===== src/rtl/point_update_sequencer.sv =====
// Initiator side of the point-update handshake: owns the soft-body point array and walks every
// point through an update_point responder once per frame. Optional watchdog: UPDATE_SEQ_TIMEOUT_EN.
module point_update_sequencer #(
    parameter int POSITION_SIZE  = 8,
    parameter int VELOCITY_SIZE  = 8,
    parameter int NUM_POINTS     = 4,
    parameter int IDX_W          = (NUM_POINTS > 1) ? $clog2(NUM_POINTS) : 1,
    parameter int TIMEOUT_CYCLES = 64
) (
    input  logic                     clk_in,
    input  logic                     rst_in,
    input  logic                     frame_start_in,
    input  logic                     load_valid_in,
    input  logic [IDX_W-1:0]         load_idx_in,
    input  logic [POSITION_SIZE-1:0] load_pos_x_in,
    input  logic [POSITION_SIZE-1:0] load_pos_y_in,
    input  logic [VELOCITY_SIZE-1:0] load_vel_x_in,
    input  logic [VELOCITY_SIZE-1:0] load_vel_y_in,
    input  logic [IDX_W-1:0]         rd_idx_in,
    output logic [POSITION_SIZE-1:0] rd_pos_x_out,
    output logic [POSITION_SIZE-1:0] rd_pos_y_out,
    output logic [VELOCITY_SIZE-1:0] rd_vel_x_out,
    output logic [VELOCITY_SIZE-1:0] rd_vel_y_out,
    output logic                     begin_out,
    output logic [POSITION_SIZE-1:0] pos_x_out,
    output logic [POSITION_SIZE-1:0] pos_y_out,
    output logic [VELOCITY_SIZE-1:0] vel_x_out,
    output logic [VELOCITY_SIZE-1:0] vel_y_out,
    input  logic [POSITION_SIZE-1:0] new_pos_x_in,
    input  logic [POSITION_SIZE-1:0] new_pos_y_in,
    input  logic [VELOCITY_SIZE-1:0] new_vel_x_in,
    input  logic [VELOCITY_SIZE-1:0] new_vel_y_in,
    input  logic                     result_in,
    output logic                     busy_out,
    output logic                     frame_done_out,
    output logic                     timeout_out
);

    typedef enum logic [1:0] {
        IDLE  = 2'd0,
        ISSUE = 2'd1,
        WAIT  = 2'd2,
        DONE  = 2'd3
    } state_t;

    localparam logic [IDX_W-1:0] LAST_IDX = IDX_W'(NUM_POINTS - 1);

    state_t                   state_r, state_s;
    logic [IDX_W-1:0]         idx_r, idx_s;
    logic                     load_ok_s, rd_ok_s, timeout_hit_s, fwd_s;
    logic                     wr_en_s;
    logic [IDX_W-1:0]         wr_idx_s;
    logic [POSITION_SIZE-1:0] wr_pos_x_s, wr_pos_y_s;
    logic [VELOCITY_SIZE-1:0] wr_vel_x_s, wr_vel_y_s;
    logic [POSITION_SIZE-1:0] issue_pos_x_s, issue_pos_y_s;
    logic [VELOCITY_SIZE-1:0] issue_vel_x_s, issue_vel_y_s;

    logic [POSITION_SIZE-1:0] pos_x_r [NUM_POINTS];
    logic [POSITION_SIZE-1:0] pos_y_r [NUM_POINTS];
    logic [VELOCITY_SIZE-1:0] vel_x_r [NUM_POINTS];
    logic [VELOCITY_SIZE-1:0] vel_y_r [NUM_POINTS];

    logic                     begin_r, busy_r, done_r;
    logic [POSITION_SIZE-1:0] pos_x_out_r, pos_y_out_r, rd_pos_x_r, rd_pos_y_r;
    logic [VELOCITY_SIZE-1:0] vel_x_out_r, vel_y_out_r, rd_vel_x_r, rd_vel_y_r;

    // An index bus that cannot express an out-of-range value needs no range check.
    if ((32'd1 << IDX_W) == NUM_POINTS) begin : g_full_range
        assign load_ok_s = 1'b1;
        assign rd_ok_s   = 1'b1;
    end else begin : g_partial_range
        localparam logic [IDX_W:0] NUM_PTS_L = (IDX_W + 1)'(NUM_POINTS);
        assign load_ok_s = ({1'b0, load_idx_in} < NUM_PTS_L);
        assign rd_ok_s   = ({1'b0, rd_idx_in} < NUM_PTS_L);
    end

    // Next-state, next-index and the single array write port (load in IDLE, result in WAIT).
    always_comb begin
        state_s    = state_r;
        idx_s      = idx_r;
        wr_en_s    = 1'b0;
        wr_idx_s   = idx_r;
        wr_pos_x_s = new_pos_x_in;
        wr_pos_y_s = new_pos_y_in;
        wr_vel_x_s = new_vel_x_in;
        wr_vel_y_s = new_vel_y_in;
        case (state_r)
            IDLE: begin
                if (load_valid_in && load_ok_s) begin
                    wr_en_s    = 1'b1;
                    wr_idx_s   = load_idx_in;
                    wr_pos_x_s = load_pos_x_in;
                    wr_pos_y_s = load_pos_y_in;
                    wr_vel_x_s = load_vel_x_in;
                    wr_vel_y_s = load_vel_y_in;
                end else begin
                    wr_en_s = 1'b0;
                end
                if (frame_start_in) begin
                    state_s = ISSUE;
                    idx_s   = {IDX_W{1'b0}};
                end else begin
                    state_s = IDLE;
                end
            end
            ISSUE: state_s = WAIT;
            WAIT: begin
                if (result_in || timeout_hit_s) begin
                    // A watchdog expiry advances exactly like a result but leaves the entry alone.
                    wr_en_s = result_in;
                    if (idx_r == LAST_IDX) begin
                        state_s = DONE;
                    end else begin
                        idx_s   = idx_r + IDX_W'(1'b1);
                        state_s = ISSUE;
                    end
                end else begin
                    state_s = WAIT;
                end
            end
            DONE:    state_s = IDLE;
            default: state_s = IDLE;
        endcase
    end

    // A load landing in the same cycle as frame start must be what point 0 issues with.
    assign fwd_s         = wr_en_s && (wr_idx_s == idx_s);
    assign issue_pos_x_s = fwd_s ? wr_pos_x_s : pos_x_r[idx_s];
    assign issue_pos_y_s = fwd_s ? wr_pos_y_s : pos_y_r[idx_s];
    assign issue_vel_x_s = fwd_s ? wr_vel_x_s : vel_x_r[idx_s];
    assign issue_vel_y_s = fwd_s ? wr_vel_y_s : vel_y_r[idx_s];

    // FSM state and point index registers.
    always_ff @(posedge clk_in) begin
        if (rst_in) begin
            state_r <= IDLE;
            idx_r   <= {IDX_W{1'b0}};
        end else begin
            state_r <= state_s;
            idx_r   <= idx_s;
        end
    end

    // Point storage.
    always_ff @(posedge clk_in) begin
        if (rst_in) begin
            for (int i = 32'sd0; i < NUM_POINTS; i++) begin
                pos_x_r[i] <= {POSITION_SIZE{1'b0}};
                pos_y_r[i] <= {POSITION_SIZE{1'b0}};
                vel_x_r[i] <= {VELOCITY_SIZE{1'b0}};
                vel_y_r[i] <= {VELOCITY_SIZE{1'b0}};
            end
        end else if (wr_en_s) begin
            pos_x_r[wr_idx_s] <= wr_pos_x_s;
            pos_y_r[wr_idx_s] <= wr_pos_y_s;
            vel_x_r[wr_idx_s] <= wr_vel_x_s;
            vel_y_r[wr_idx_s] <= wr_vel_y_s;
        end
    end

    // Responder request and frame status outputs, decoded from the next state so they align with it.
    always_ff @(posedge clk_in) begin
        if (rst_in) begin
            begin_r     <= 1'b0;
            busy_r      <= 1'b0;
            done_r      <= 1'b0;
            pos_x_out_r <= {POSITION_SIZE{1'b0}};
            pos_y_out_r <= {POSITION_SIZE{1'b0}};
            vel_x_out_r <= {VELOCITY_SIZE{1'b0}};
            vel_y_out_r <= {VELOCITY_SIZE{1'b0}};
        end else begin
            begin_r <= (state_s == ISSUE);
            busy_r  <= (state_s != IDLE);
            done_r  <= (state_s == DONE);
            if (state_s == ISSUE) begin
                pos_x_out_r <= issue_pos_x_s;
                pos_y_out_r <= issue_pos_y_s;
                vel_x_out_r <= issue_vel_x_s;
                vel_y_out_r <= issue_vel_y_s;
            end
        end
    end

    // Render-path readout, one cycle behind rd_idx_in.
    always_ff @(posedge clk_in) begin
        if (rst_in || !rd_ok_s) begin
            rd_pos_x_r <= {POSITION_SIZE{1'b0}};
            rd_pos_y_r <= {POSITION_SIZE{1'b0}};
            rd_vel_x_r <= {VELOCITY_SIZE{1'b0}};
            rd_vel_y_r <= {VELOCITY_SIZE{1'b0}};
        end else begin
            rd_pos_x_r <= pos_x_r[rd_idx_in];
            rd_pos_y_r <= pos_y_r[rd_idx_in];
            rd_vel_x_r <= vel_x_r[rd_idx_in];
            rd_vel_y_r <= vel_y_r[rd_idx_in];
        end
    end

`ifdef UPDATE_SEQ_TIMEOUT_EN
    localparam int CNT_W = $clog2(TIMEOUT_CYCLES + 1);

    logic [CNT_W-1:0] wait_cnt_r;
    logic             timeout_r;

    assign timeout_hit_s = (state_r == WAIT) && (wait_cnt_r == CNT_W'(TIMEOUT_CYCLES - 1));
    assign timeout_out   = timeout_r;

    // WAIT-cycle counter (zero on every entry to WAIT) and sticky timeout flag.
    always_ff @(posedge clk_in) begin
        if (rst_in) begin
            wait_cnt_r <= {CNT_W{1'b0}};
            timeout_r  <= 1'b0;
        end else begin
            if (state_r == WAIT) begin
                wait_cnt_r <= wait_cnt_r + CNT_W'(1'b1);
            end else begin
                wait_cnt_r <= {CNT_W{1'b0}};
            end
            timeout_r <= timeout_r | (timeout_hit_s & ~result_in);
        end
    end
`else
    assign timeout_hit_s = 1'b0;
    assign timeout_out   = 1'b0;
`endif

    assign begin_out      = begin_r;
    assign busy_out       = busy_r;
    assign frame_done_out = done_r;
    assign pos_x_out      = pos_x_out_r;
    assign pos_y_out      = pos_y_out_r;
    assign vel_x_out      = vel_x_out_r;
    assign vel_y_out      = vel_y_out_r;
    assign rd_pos_x_out   = rd_pos_x_r;
    assign rd_pos_y_out   = rd_pos_y_r;
    assign rd_vel_x_out   = rd_vel_x_r;
    assign rd_vel_y_out   = rd_vel_y_r;

endmodule


===== config.mk =====
export PLATFORM = sky130hd
export DESIGN_NAME = point_update_sequencer
export DESIGN_NICKNAME = d
export VERILOG_FILES = /design/src/rtl/point_update_sequencer.sv
export SDC_FILE = /design/constraint.sdc
export NUM_CORES = 1
export LEC_CHECK = 0
export BUFFER_PORTS_ARGS = -buffer_cell sky130_fd_sc_hd__buf_2
export CAP_MARGIN = 20
export CORE_MARGIN = 1
export CORE_UTILIZATION = 40
export CTS_CLUSTER_DIAMETER = 80
export DETAILED_ROUTE_END_ITERATION = 8
export GPL_TIMING_DRIVEN = 0
export PLACE_DENSITY = 0.6
export SLEW_MARGIN = 20
export SYNTH_ARGS = -nofsm -noshare
export SYNTH_HDL_FRONTEND = slang
export SYNTH_SLANG_ARGS = --single-unit
export TNS_END_PERCENT = 1

===== constraint.sdc =====
create_clock -name clk_in -period 3.8 [get_ports clk_in]
set_clock_uncertainty 0.05 [all_clocks]
set_input_delay 0.76 -clock clk_in [delete_from_list [all_inputs] [get_ports clk_in]]
set_output_delay 0.76 -clock clk_in [all_outputs]
set_load 0.03 [all_outputs]

# Word level (Yosys, flattened, before mapping)

Memory sizes are Yosys's and may differ from the RTL's. A register that Yosys moved wholly into a read port is not among the register bits.
Index checks and enable logic that the tools add are counted.

Flip-flop bits (word level): 7
Word-level logic and storage cells: 60
Memory bits (writable): 128
Output and inout bits: 68
Input bits: 73
Memories: 4

Memories:

| memory  | words | width | rd ports | clocked after memory_dff | wr ports | RTL line | source |
|---|---|---|---|---|---|---|---|
| pos_x_r | 4     | 8     | 2        | 2                        | 4        | 58       | `logic [POSITION_SIZE-1:0] pos_x_r [NUM_POINTS];` |
| pos_y_r | 4     | 8     | 2        | 2                        | 4        | 59       | `logic [POSITION_SIZE-1:0] pos_y_r [NUM_POINTS];` |
| vel_x_r | 4     | 8     | 2        | 2                        | 4        | 60       | `logic [VELOCITY_SIZE-1:0] vel_x_r [NUM_POINTS];` |
| vel_y_r | 4     | 8     | 2        | 2                        | 4        | 61       | `logic [VELOCITY_SIZE-1:0] vel_y_r [NUM_POINTS];` |

Reductions and logical operators: 6
Multiplexer cells: 38
Add/sub/neg operators: 1
Equal/unequal tests: 6

Operators by type and width:

| kind                                                            | count |
|---|---|
| 8-bit 2-to-1 mux                                                | 12 |
| 8-bit OR reduction                                              | 4 |
| 2-bit 2-to-1 mux                                                | 11 |
| 1-bit 2-to-1 mux                                                | 12 |
| 2-bit == test, second input constant                            | 4 |
| 2-bit one-hot mux with 4 select lines                           | 1 |
| 2-bit by 1-bit == test with 1-bit output, second input constant | 2 |
| 2-bit one-hot mux with 2 select lines                           | 1 |
| 2-bit by 1-bit adder with 2-bit output, second input constant   | 1 |
| 2-bit zero test                                                 | 1 |
| 1-bit one-hot mux with 2 select lines                           | 1 |
| 2-bit nonzero test                                              | 1 |

# Longest topological paths before layout

Word-level depth: 7
Mapped depth: 10
Gate-level depth less buffers: 6

# Worst setup path after synthesis

OpenSTA, ideal clock, no wires.

Path type: input port to flip-flop
From: in load_idx_in[1]
To: mem pos_x_r[1][0], enable pin
Data required time: 3.356 ns
Library setup time: 0.394 ns
Arrival: 2.374 ns
Stages: 5
Path buffers: 1
Slack: 0.982 ns
Cells stage by stage: or3b_2 -> a21oi_1 -> nand2b_1 -> clkbuf_1 -> nand2b_1

RTL lines:

| item               | RTL line | source |
|---|---|---|
| start: declaration | 14       | `input logic [IDX_W-1:0] load_idx_in,` |
| end: declaration   | 58       |  |

==> summary.txt <==
Layout
  – Layout cell share with drive strength beyond 1: 0.361
  – Layout area overhead: 19.2%
  – ANT cells: 0
  – Final design utilization: 0.485
  – Design Area, Final: 11400 um2
  – Layout net count: 944

Die
  – DIE AREA: 24400 um2
  – Top Ports: 141
  – DIE HEIGHT: 156 um
  – Die W: 156 um
  – Core box area: 23400 um2
  – Std-Cell Rows: 56
  – Initial Util: 0.407

Synth
  – Syn Area/Cell: 13.4 um2
  – #FFs+latches synth: 199
  – XOR/XNOR Fraction of Synth Area: 0
  – Yosys warns: 0
  – EDFF count, synth: 128
  – Largest family of logic cells by synthesized area: multiplexers
  – Multiplexer area fraction after synthesis: 0.196
  – Cell taking the most area after synthesis: edfxtp_1
  – Post-Synthesis Cell Area: 9530 um2
  – Synth Area in Compound Gates: 0.0927
  – Register area share after synthesis: 0.553
  – Synth Area in Simple Gates: 0.121
  – Async S/R FF share, synth: 0
  – Synth Area in Adders: 0
  – Commonest cells in the netlist: edfxtp_1 (128), nor2_1 (103), dfxtp_1 (71), nand2_1 (60), mux4_2 (55)
  – Count leader, synth: edfxtp_1
  – Synth top area share: 0.403
  – Mapped Nets: 784
  – Post-synth top flop: edfxtp_1
  – Synth area leaders: edfxtp_1 (40%), dfxtp_1 (15%), mux4_2 (13%)
  – Distinct cells, synth: 48
  – Post-synthesis cell count: 711

Placement
  – GPL Wtd Cong: 0.836
  – Detailed Place HPWL: 18500 um
  – PortBufs: 137
  – Placed Area: 10700 um2

Setup path
  – Crit path buffers/inverters: 3
  – Crit path DAT: 2.71 ns
  – Largest stage delay, worst path: 0.51 ns
  – Critical Path, Cell by Cell: buf_2 -> nor3b_2 -> buf_4 -> and3b_1 -> o21ai_1 -> nand2b_2 -> buf_16
  – Crit path max-delay cell type: nand2b_2
  – CP endpoint kind: flop
  – WS Path Type: primary input to flop
  – Kind of start point of the critical path: primary input
  – CP Data Required Time: 3.94 ns
  – Top delay family on crit path: simple AND/OR/NAND/NOR gates
  – Crit path max fanout: 19

Clock tree
  – Hold-fix buffers, CTS: 0
  – Post-CTS setup buffers: 0
  – PostCTS Resize Cnt: 0
  – H-tree levels: 4
  – Worst skew pair latency: 0.44 ns
  – CTS Buffer Depth: 2
  – Clk root buf: clkbuf_16
  – CTS Buf Count: 17
  – Clk slew on worst S/H paths: 0.07 ns
  – CTS tree: yes
  – CTS sink count: 199

STA
  – Fin Setup TNS: 0 ns
  – Slew @ Worst Pin: 0.974 ns
  – RSZ-0062 raised after global routing: false
  – Final setup vio count: 0
  – Endpoints failing hold: 0
  – Pins Over Slew Limit: 0
  – Fin Hold WS: 0.420 ns
  – Final worst-path cycle share: 0.677
  – Achievable Freq: 0.389 GHz
  – Fin crit period: 2.57 ns
  – Relative slew margins: 0.351

GRT
  – Initial antenna violation count: 0
  – GRT overflow: 0
  – First-pass GRT wire length: 39800 um
  – Vias in the first global route: 6521
  – Total track usage: 0.229
  – Largest net degree at the start of global routing: 23

Power
  – Pwr Density: 461 nW/um2
  – Leakage: 4.34 nW
  – Worst VDD drop: 0.329 mV
  – Final total power: 5.23 mW

Hold path
  – Hold Path Class: flop to flop

Detailed routing
  – DR vias/cell: 5.47
  – Post-route ant nets: 0
  – Wire length per cell: 22.4 um
  – Final routed DRC violation total: 0
  – Routed Wire Length: 26900 um
  – Via count: 6580
  – Drt first pass iters: 4
  – Number of DRC markers in iteration 0: 510

Run status
  – Status: finished, final reports clean

Job
  – Maximum capacitance violations: 0
worst min-delay path, delay by kind of cell, from the launching register on:
family | cells | cell delay (ns)
and+or+nand+nor | 1 | 0.06
AOI/OAI and AO/OA | 1 | 0.06
DFF | 1 | 0.32
state kept, by name (all words and copies together) (netlist names):
name and cells:
begin_out 1, rd_pos_y_out 8, rd_vel_y_out 8, vel_y_r 32
busy_out 1, pos_y_out 8, state_r 2, frame_done_out 1
vel_x_out 8, vel_y_out 8, idx_r 2, pos_x_r 32
rd_vel_x_out 8, vel_x_r 32, pos_y_r 32, pos_x_out 8
rd_pos_x_out 8
stage by stage:
| stage | setup WS, ns | instances |
|---|---|---|
| 4_1_cts | 1.19 | 1203 |
| 3_5_place_dp | 0.736 | 1171 |
| 5_1_grt | 1.08 | 1203 |
| 6_report | 1.23 | 1203 |
| 2_1_floorplan | 0.982 | 711 |
| 3_3_place_gp | 0.00757 | 1167 |
per-layer routing:
| layer | vias to the layer above | global-route usage | part of all wire |
|---|---|---|---|
| met5 | - | 0 | 0 |
| met4 | 0 | 0.0738 | 0.019 |
| met3 | 29 | 0.0360 | 0.066 |
| met2 | 265 | 0.385 | 0.49 |
| met1 | 3311 | 0.302 | 0.42 |
| li1 | 2975 | - | - |
kinds of logic after synthesis:
kind of cell	count (synthesis)
buf+inv	61
other cells	1
mux	117
simple gates	247
compound gates	86
flops	199
layout by cell type, fill, tap and decap left out, types with 2 or more instances in the layout:
cell type     n
buf_2       153
edfxtp_1    128
nor2_1      103
dfxtp_1      71
nand2_1      60
mux4_2       55
mux2i_1      52
nor2b_1      36
a22o_1       31
clkbuf_1     24
o211ai_2     23
nand3_1      21
clkbuf_16    18
buf_6         9
o21ai_1       9
mux2_2        9
buf_4         8
o2bb2a_4      8
a21oi_1       5
nand2b_1      3
nand2b_2      3
nor3_1        3
nand3_2       3
clkinvlp_4    3
bufinv_16     3
clkbuf_8      3
buf_16        3
inv_1         2
nand3b_1      2
a21oi_2       2
nor4_1        2
buf_1         2
clkinv_2      2
layout make-up:
type / count / area (um2)
clock inverters: 10 / 140
well taps: 319 / 399
flip-flops and latches: 199 / 5270
plain buffers: 58 / 335
repair buffers: 141 / 788
inverters: 3 / 11.3
multi-input cells: 451 / 3920
fillers: 2161 / 12000
clock buffers: 22 / 495
path summary, 6_finish.rpt:
path                              from                     endpoint  slack [ns]  cells after the start
max                      load_valid_in  pos_y_r[2][3]$_SDFFCE_PN0P_        1.23                      7
min          vel_x_out[2]$_SDFFE_PP0P_    vel_x_out[2]$_SDFFE_PP0P_        0.42                      2
max reg2reg      state_r[1]$_SDFF_PP0_  pos_y_r[2][3]$_SDFFCE_PN0P_        1.23                      7
min reg2reg  vel_x_out[2]$_SDFFE_PP0P_    vel_x_out[2]$_SDFFE_PP0P_        0.42                      2
power by group:
part / switching (mW) / internal [mW] / total, mW
Clock: 0.832 / 1.13 / 1.96
Combinational: 0.474 / 0.294 / 0.768
Sequential: 0.0605 / 2.44 / 2.50
Total: 1.37 / 3.87 / 5.23
Note: power is estimated with default switching activity, not from simulation.
